`src/rtl/matmul_sequencer_if.sv`:
```
// Operand-bank / multiply-array handshake bundle for matmul_sequencer.
// master: the sequencer side (drives bank and array controls, grants host writes).
// slave:  the bank/array/APB side.
interface matmul_sequencer_if #(
  parameter int unsigned ADDR_WIDTH = 1
);

  logic                  apb_write_req_i;
  logic                  apb_grant_o;
  logic                  op_write_enable_o;
  logic [ADDR_WIDTH-1:0] op_addr_o;
  logic                  op_valid_o;
  logic                  acc_clear_o;
  logic                  result_we_o;

  modport master (
    input  apb_write_req_i,
    output apb_grant_o,
    output op_write_enable_o,
    output op_addr_o,
    output op_valid_o,
    output acc_clear_o,
    output result_we_o
  );

  modport slave (
    output apb_write_req_i,
    input  apb_grant_o,
    input  op_write_enable_o,
    input  op_addr_o,
    input  op_valid_o,
    input  acc_clear_o,
    input  result_we_o
  );

endinterface

```
`src/rtl/matmul_sequencer.sv`:
```
// Control sequencer for one matrix product on the systolic multiply array.
// Clears the accumulators, streams k operand vectors by address, waits out the
// array pipeline, pulses result write-back and keeps sticky done/error flags.
// Host operand writes are only granted while idle and not starting a run.
module matmul_sequencer #(
  parameter  int unsigned DATA_WIDTH = 32,
  parameter  int unsigned BUS_WIDTH  = 64,
  localparam int unsigned MAX_DIM    = BUS_WIDTH / DATA_WIDTH,
  parameter  int unsigned PIPE_LAT   = 2 * (BUS_WIDTH / DATA_WIDTH) - 1
) (
  input  logic                       clk_i,
  input  logic                       rst_ni,
  input  logic                       start_i,
  input  logic [$clog2(MAX_DIM):0]   k_dim_i,
  input  logic                       status_clear_i,
  matmul_sequencer_if.master         bus,
  output logic                       busy_o,
  output logic                       done_o,
  output logic                       error_o
);

  localparam int unsigned KW = $clog2(MAX_DIM) + 1;
  localparam int unsigned AW = (MAX_DIM > 1) ? $clog2(MAX_DIM) : 1;
  localparam int unsigned DW = (PIPE_LAT > 1) ? $clog2(PIPE_LAT) : 1;

  typedef enum logic [2:0] {
    ST_IDLE,
    ST_CLEAR,
    ST_STREAM,
    ST_DRAIN,
    ST_WB
  } state_e;

  state_e          state_q,     state_d;
  logic [KW-1:0]   k_q,         k_d;
  logic [AW-1:0]   addr_q,      addr_d;
  logic [DW-1:0]   drain_q,     drain_d;
  logic            valid_q,     valid_d;
  logic            acc_clear_q, acc_clear_d;
  logic            result_we_q, result_we_d;
  logic            busy_q,      busy_d;
  logic            done_q,      done_d;
  logic            error_q,     error_d;

  logic            start_legal;
  logic            stream_last;
  logic            drain_last;
  logic            grant;

  assign start_legal = (k_dim_i != '0) && (k_dim_i <= KW'(MAX_DIM));
  // The stream counter doubles as the operand address.
  assign stream_last = (KW'(addr_q) == (k_q - KW'(1)));
  assign drain_last  = (drain_q == DW'(PIPE_LAT - 1));
  // Start takes priority over a same-cycle host write.
  assign grant       = (state_q == ST_IDLE) && !start_i;

  // Next-state and next-output decode; outputs are registered alongside state.
  always_comb begin
    state_d     = state_q;
    k_d         = k_q;
    addr_d      = '0;
    drain_d     = drain_q;
    valid_d     = 1'b0;
    acc_clear_d = 1'b0;
    result_we_d = 1'b0;
    busy_d      = 1'b0;
    done_d      = done_q;
    error_d     = error_q;

    case (state_q)
      ST_IDLE: begin
        if (status_clear_i) begin
          done_d  = 1'b0;
          error_d = 1'b0;
        end
        if (start_i) begin
          if (start_legal) begin
            k_d         = k_dim_i;
            done_d      = 1'b0;
            acc_clear_d = 1'b1;
            busy_d      = 1'b1;
            state_d     = ST_CLEAR;
          end else begin
            error_d = 1'b1;
          end
        end
      end

      ST_CLEAR: begin
        busy_d  = 1'b1;
        valid_d = 1'b1;
        addr_d  = '0;
        state_d = ST_STREAM;
      end

      ST_STREAM: begin
        busy_d = 1'b1;
        if (stream_last) begin
          drain_d = '0;
          state_d = ST_DRAIN;
        end else begin
          valid_d = 1'b1;
          addr_d  = addr_q + AW'(1);
        end
      end

      ST_DRAIN: begin
        busy_d = 1'b1;
        if (drain_last) begin
          drain_d     = '0;
          result_we_d = 1'b1;
          state_d     = ST_WB;
        end else begin
          drain_d = drain_q + DW'(1);
        end
      end

      ST_WB: begin
        // Run completion sets done even if status_clear_i is high now.
        done_d  = 1'b1;
        state_d = ST_IDLE;
      end

      default: begin
        state_d = ST_IDLE;
      end
    endcase
  end

  // State, counters and registered outputs; reset aborts any run immediately.
  always_ff @(posedge clk_i or negedge rst_ni) begin
    if (!rst_ni) begin
      state_q     <= ST_IDLE;
      k_q         <= '0;
      addr_q      <= '0;
      drain_q     <= '0;
      valid_q     <= 1'b0;
      acc_clear_q <= 1'b0;
      result_we_q <= 1'b0;
      busy_q      <= 1'b0;
      done_q      <= 1'b0;
      error_q     <= 1'b0;
    end else begin
      state_q     <= state_d;
      k_q         <= k_d;
      addr_q      <= addr_d;
      drain_q     <= drain_d;
      valid_q     <= valid_d;
      acc_clear_q <= acc_clear_d;
      result_we_q <= result_we_d;
      busy_q      <= busy_d;
      done_q      <= done_d;
      error_q     <= error_d;
    end
  end

  assign bus.apb_grant_o       = grant;
  assign bus.op_write_enable_o = grant && bus.apb_write_req_i;
  assign bus.op_addr_o         = addr_q;
  assign bus.op_valid_o        = valid_q;
  assign bus.acc_clear_o       = acc_clear_q;
  assign bus.result_we_o       = result_we_q;
  assign busy_o                = busy_q;
  assign done_o                = done_q;
  assign error_o               = error_q;

endmodule

```
`src/flat_wrapper.sv`:
```
// flat-port wrapper written by rule: the top's interface ports become plain ports
module matmul_sequencer_flat 
#(
  parameter  int unsigned DATA_WIDTH = 32,
  parameter  int unsigned BUS_WIDTH  = 64,
  localparam int unsigned MAX_DIM    = BUS_WIDTH / DATA_WIDTH,
  parameter  int unsigned PIPE_LAT   = 2 * (BUS_WIDTH / DATA_WIDTH) - 1
)
  (clk_i, rst_ni, start_i, k_dim_i, status_clear_i, busy_o, done_o, error_o, bus_apb_write_req_i, bus_apb_grant_o, bus_op_write_enable_o, bus_op_addr_o, bus_op_valid_o, bus_acc_clear_o, bus_result_we_o);
  matmul_sequencer_if #(.ADDR_WIDTH(($clog2((BUS_WIDTH / DATA_WIDTH))))) bus_i ();
  input  logic clk_i;
  input  logic rst_ni;
  input  logic start_i;
  input  logic [$clog2(MAX_DIM):0] k_dim_i;
  input  logic status_clear_i;
  output logic busy_o;
  output logic done_o;
  output logic error_o;
  input wire logic [$bits(bus_i.apb_write_req_i)-1:0] bus_apb_write_req_i;
  output wire logic [$bits(bus_i.apb_grant_o)-1:0] bus_apb_grant_o;
  output wire logic [$bits(bus_i.op_write_enable_o)-1:0] bus_op_write_enable_o;
  output wire logic [$bits(bus_i.op_addr_o)-1:0] bus_op_addr_o;
  output wire logic [$bits(bus_i.op_valid_o)-1:0] bus_op_valid_o;
  output wire logic [$bits(bus_i.acc_clear_o)-1:0] bus_acc_clear_o;
  output wire logic [$bits(bus_i.result_we_o)-1:0] bus_result_we_o;
  assign bus_i.apb_write_req_i = bus_apb_write_req_i;
  assign bus_apb_grant_o = bus_i.apb_grant_o;
  assign bus_op_write_enable_o = bus_i.op_write_enable_o;
  assign bus_op_addr_o = bus_i.op_addr_o;
  assign bus_op_valid_o = bus_i.op_valid_o;
  assign bus_acc_clear_o = bus_i.acc_clear_o;
  assign bus_result_we_o = bus_i.result_we_o;
  matmul_sequencer #(.DATA_WIDTH(DATA_WIDTH), .BUS_WIDTH(BUS_WIDTH), .PIPE_LAT(PIPE_LAT)) u_core (.clk_i(clk_i), .rst_ni(rst_ni), .start_i(start_i), .k_dim_i(k_dim_i), .status_clear_i(status_clear_i), .bus(bus_i), .busy_o(busy_o), .done_o(done_o), .error_o(error_o));
endmodule
```
`config.mk`:
```
export PLATFORM = sky130hd
export DESIGN_NAME = matmul_sequencer_flat
export DESIGN_NICKNAME = d
export VERILOG_FILES = /design/src/rtl/matmul_sequencer_if.sv /design/src/rtl/matmul_sequencer.sv /design/src/flat_wrapper.sv
export SDC_FILE = /design/constraint.sdc
export NUM_CORES = 1
export LEC_CHECK = 0
export ABC_CLOCK_PERIOD_IN_PS = 1500
export BUFFER_PORTS_ARGS = -buffer_cell sky130_fd_sc_hd__buf_2
export CAP_MARGIN = 40
export CELL_PAD_IN_SITES_DETAIL_PLACEMENT = 0
export CELL_PAD_IN_SITES_GLOBAL_PLACEMENT = 1
export CORE_ASPECT_RATIO = 1.25
export CORE_UTILIZATION = 34
export CTS_CLUSTER_DIAMETER = 50
export DETAILED_ROUTE_END_ITERATION = 12
export GPL_TIMING_DRIVEN = 0
export PLACE_DENSITY_LB_ADDON = 0.1
export SYNTH_ARGS = -nofsm -noshare
export SYNTH_HDL_FRONTEND = slang
export SYNTH_SLANG_ARGS = --single-unit
```
`constraint.sdc`:
```
create_clock -name clk_i -period 1.5 [get_ports clk_i]
set_clock_uncertainty 0.2 [all_clocks]
set_input_delay 0.375 -clock clk_i [delete_from_list [all_inputs] [get_ports clk_i]]
set_output_delay 0.375 -clock clk_i [all_outputs]
set_load 0.005 [all_outputs]
```
==> impl_results.md <==
- Critical path arrival: 1240 ps
- Layout area overhead: 31.5%
- Die ar.: 2010 µm²
- Fmax: 0.551 GHz
- Area of the multi-input gates: 272 µm²
- Sequential fraction of the synthesis area: 56.1%
- CP required: 920 ps
- Final slew viol count: 0
- Routed len/inst: 13.4 µm
- Post-synthesis cell area: 624 µm²
- Startpoint types: register
- Unique cell type count in the Yosys netlist: 27
- Pleak: 0.394 nW
- Die X: 40.3 µm
- First-pass GRT wire length: 2.21 mm
- Nets: 85
- Critical-path maximum fanout: 7
- Detail Placement HPWL: 834 µm
- Share of layout cells above drive strength 1: 47.4%
- Seq cells post-synth: 14
- Worst Hold Class: in -> reg
- Ant. Diodes: 0
- Syn_nets: 60
- Actual slew at the worst max-slew pin: 311 ps
- Period minus WS final: 1810 ps
- CP Capture Type: output pin
- Status: finished, violations left
- Final Power: 1.60 mW
- I/O Pins: 16
- Vias in the first global route: 523
- Global-route usage over all layers: 15.8%
- Syn. warnings: 0
- Normalized max-slew margin: 79.3%
- Peak VDD IR: 0.814 mV
- Pwr Density: 1950 nW/µm²
- CTS clock-pin slew for the worst setup and hold paths: 80 ps
- Post-DR vias/cell: 5.14
- Final setup vio count: 5
- Most frequent cells in the layout: 16 x buf_2, 11 x dfrtp_1
- Htree depth: 1
- Gr ovfl total: 0
- CTS tree: built
- Port Buf Inserts: 15
- DIE HEIGHT: 49.9 µm
- Residual DRC: 0
- WHS: 95.9 ps
- Placed insts: 86
- Num Clock Sinks: 14
- Drt pass-1 iters: 4
- Core footprint: 1640 µm²
- Largest net degree at the start of global routing: 15
- Avg Synthesized Cell Area: 11.8 µm²
- Final ANT Viol Nets: 0
- Hold Vio Cnt, Final: 0
- RD Place Congestion: 0.688
- Rows: 16
- Initial DRC count: 8
- Final worst setup slack: -313 ps
- Finished Layout Cells: 94
- Crit path kind: reg -> out
- Period utilization: 121%
- Initial Util: 38.0%
- Gate Count Post-Synth: 53
- Failing checks: negative setup slack
- Total CTS buffers: 3
- CTS root buf: clkbuf_4
- Clock Path Buffers: 2
- DRT Wirelength: 1.26 mm
- Commonest non-fill, non-tap cell in the layout: buf_2
- # Max-Cap Violations: 0
- Antenna violations before repair: 0
- Fillcell total: 161
- RSZ-0062 raised after global routing: yes
- Sequential cell area: 354 µm²
- Vias: 483
- Clk Latency, worst-skew pair: 280 ps
## path summary, 6_finish.rpt
path	start	to	slack, ps	cells after the start
setup / recovery	u_core.state_q[2]	bus_op_write_enable_o	-310	3
hold / removal	k_dim_i[0]	u_core.k_q[1]	100	2
setup reg to reg	u_core.state_q[1]	u_core.k_q[0]	-110	4
hold reg to reg	u_core.k_q[0]	u_core.bus.op_addr_o	300	1
max in group asynchronous	rst_ni	u_core.state_q[1]	540	2
min in group asynchronous	rst_ni	u_core.drain_q[0]	310	2
## cell type report
type / count / area share, %
Buffer: 1 / 0.610
Clock buffer: 3 / 2.74
Inverter: 4 / 1.83
Multi-Input combinational cell: 33 / 33.1
Sequential cell: 14 / 43.1
Tap cell: 18 / 2.74
Timing Repair Buffer: 21 / 15.9
## where the power goes
part,internal [mW],switching (mW)
clock,0.0932,0.120
combinational,0.390,0.324
sequential,0.543,0.134
total,1.03,0.577
## flip-flops by register name, summed over array words and instances, names as in the netlist
name / count
u_core.state_q: 3
u_core.drain_q: 2
u_core.bus.result_we_o: 1
u_core.k_q: 2
u_core.bus.acc_clear_o: 1
u_core.error_o: 1
u_core.busy_o: 1
u_core.bus.op_addr_o: 1
u_core.bus.op_valid_o: 1
u_core.done_o: 1
## cell usage after synthesis, drive strengths merged
library cell   n  area share (%)
a211oi         2             3.2
and2           3             3.0
o31ai          1             1.2
and3b          1             1.4
nor2           2             1.6
or3            1             1.8
o21ai          1            0.80
nand3          1             1.6
a21oi          2             1.6
mux2           2             3.6
mux2i          1             1.6
nor3b          2             3.2
nand2          4             2.4
xor2           1             1.4
inv            4             2.4
a31o           1             1.4
nor2b          1             1.0
dfrtp         14              56
a31oi          4             4.0
nor4           1             1.0
o2bb2ai        1             1.4
nor3           1             1.6
buf            2             2.6
## critical path: stages (launching register included)
cell     delay, ps
dfrtp_2        480
nor4_4         230
and2_1         150
buf_2          100
## routing by layer
layer  track usage (%)  part of all wire (%)  up-vias
met4              6.67                   1.4        0
met2              25.7                    52       11
met5                 0                     0        -
met1              19.6                    44      235
met3              2.70                   2.6        2
li1                  -                     -      235
## what timing repair did
item / 4_1_cts / 5_1_grt
gates resized for setup: 7 / 1
endpoints found under the hold margin: 14 / 0
pin swaps: 6 / 5
endpoints found under the setup margin: 5 / 10
cloned: 0 / 0
hold buffers: 1 / 0
setup buffers: 5 / 0
## stage by stage
| stage | TNS [ps] | utilization [%] | setup slack [ps] | cell area (µm²) |
|---|---|---|---|---|
| final | -705 | 50.0 | -313 | 821 |
| after global routing | -1100 | 50.0 | -379 | 821 |
| after CTS | -829 | 50.6 | -330 | 831 |
| after detailed placement | -265 | 44.9 | -132 | 737 |
| after global placement | -256 | 44.9 | -122 | 737 |
| after floorplan | 0 | - | 3.80 | 639 |
## cell families (layout without fill, tap and decap cells)
kind of cell | after synthesis | count (layout) | synth area share [%]
muxes | 3 | 3 | 5.21
buffers and inverters | 6 | 29 | 5.01
xor gates and xnor gates | 1 | 1 | 1.40
and+or+nand+nor | 17 | 17 | 18.6
AOI/OAI and AO/OA | 12 | 12 | 13.6
DFF | 14 | 14 | 56.1
Power figures use the tool's default switching activity.
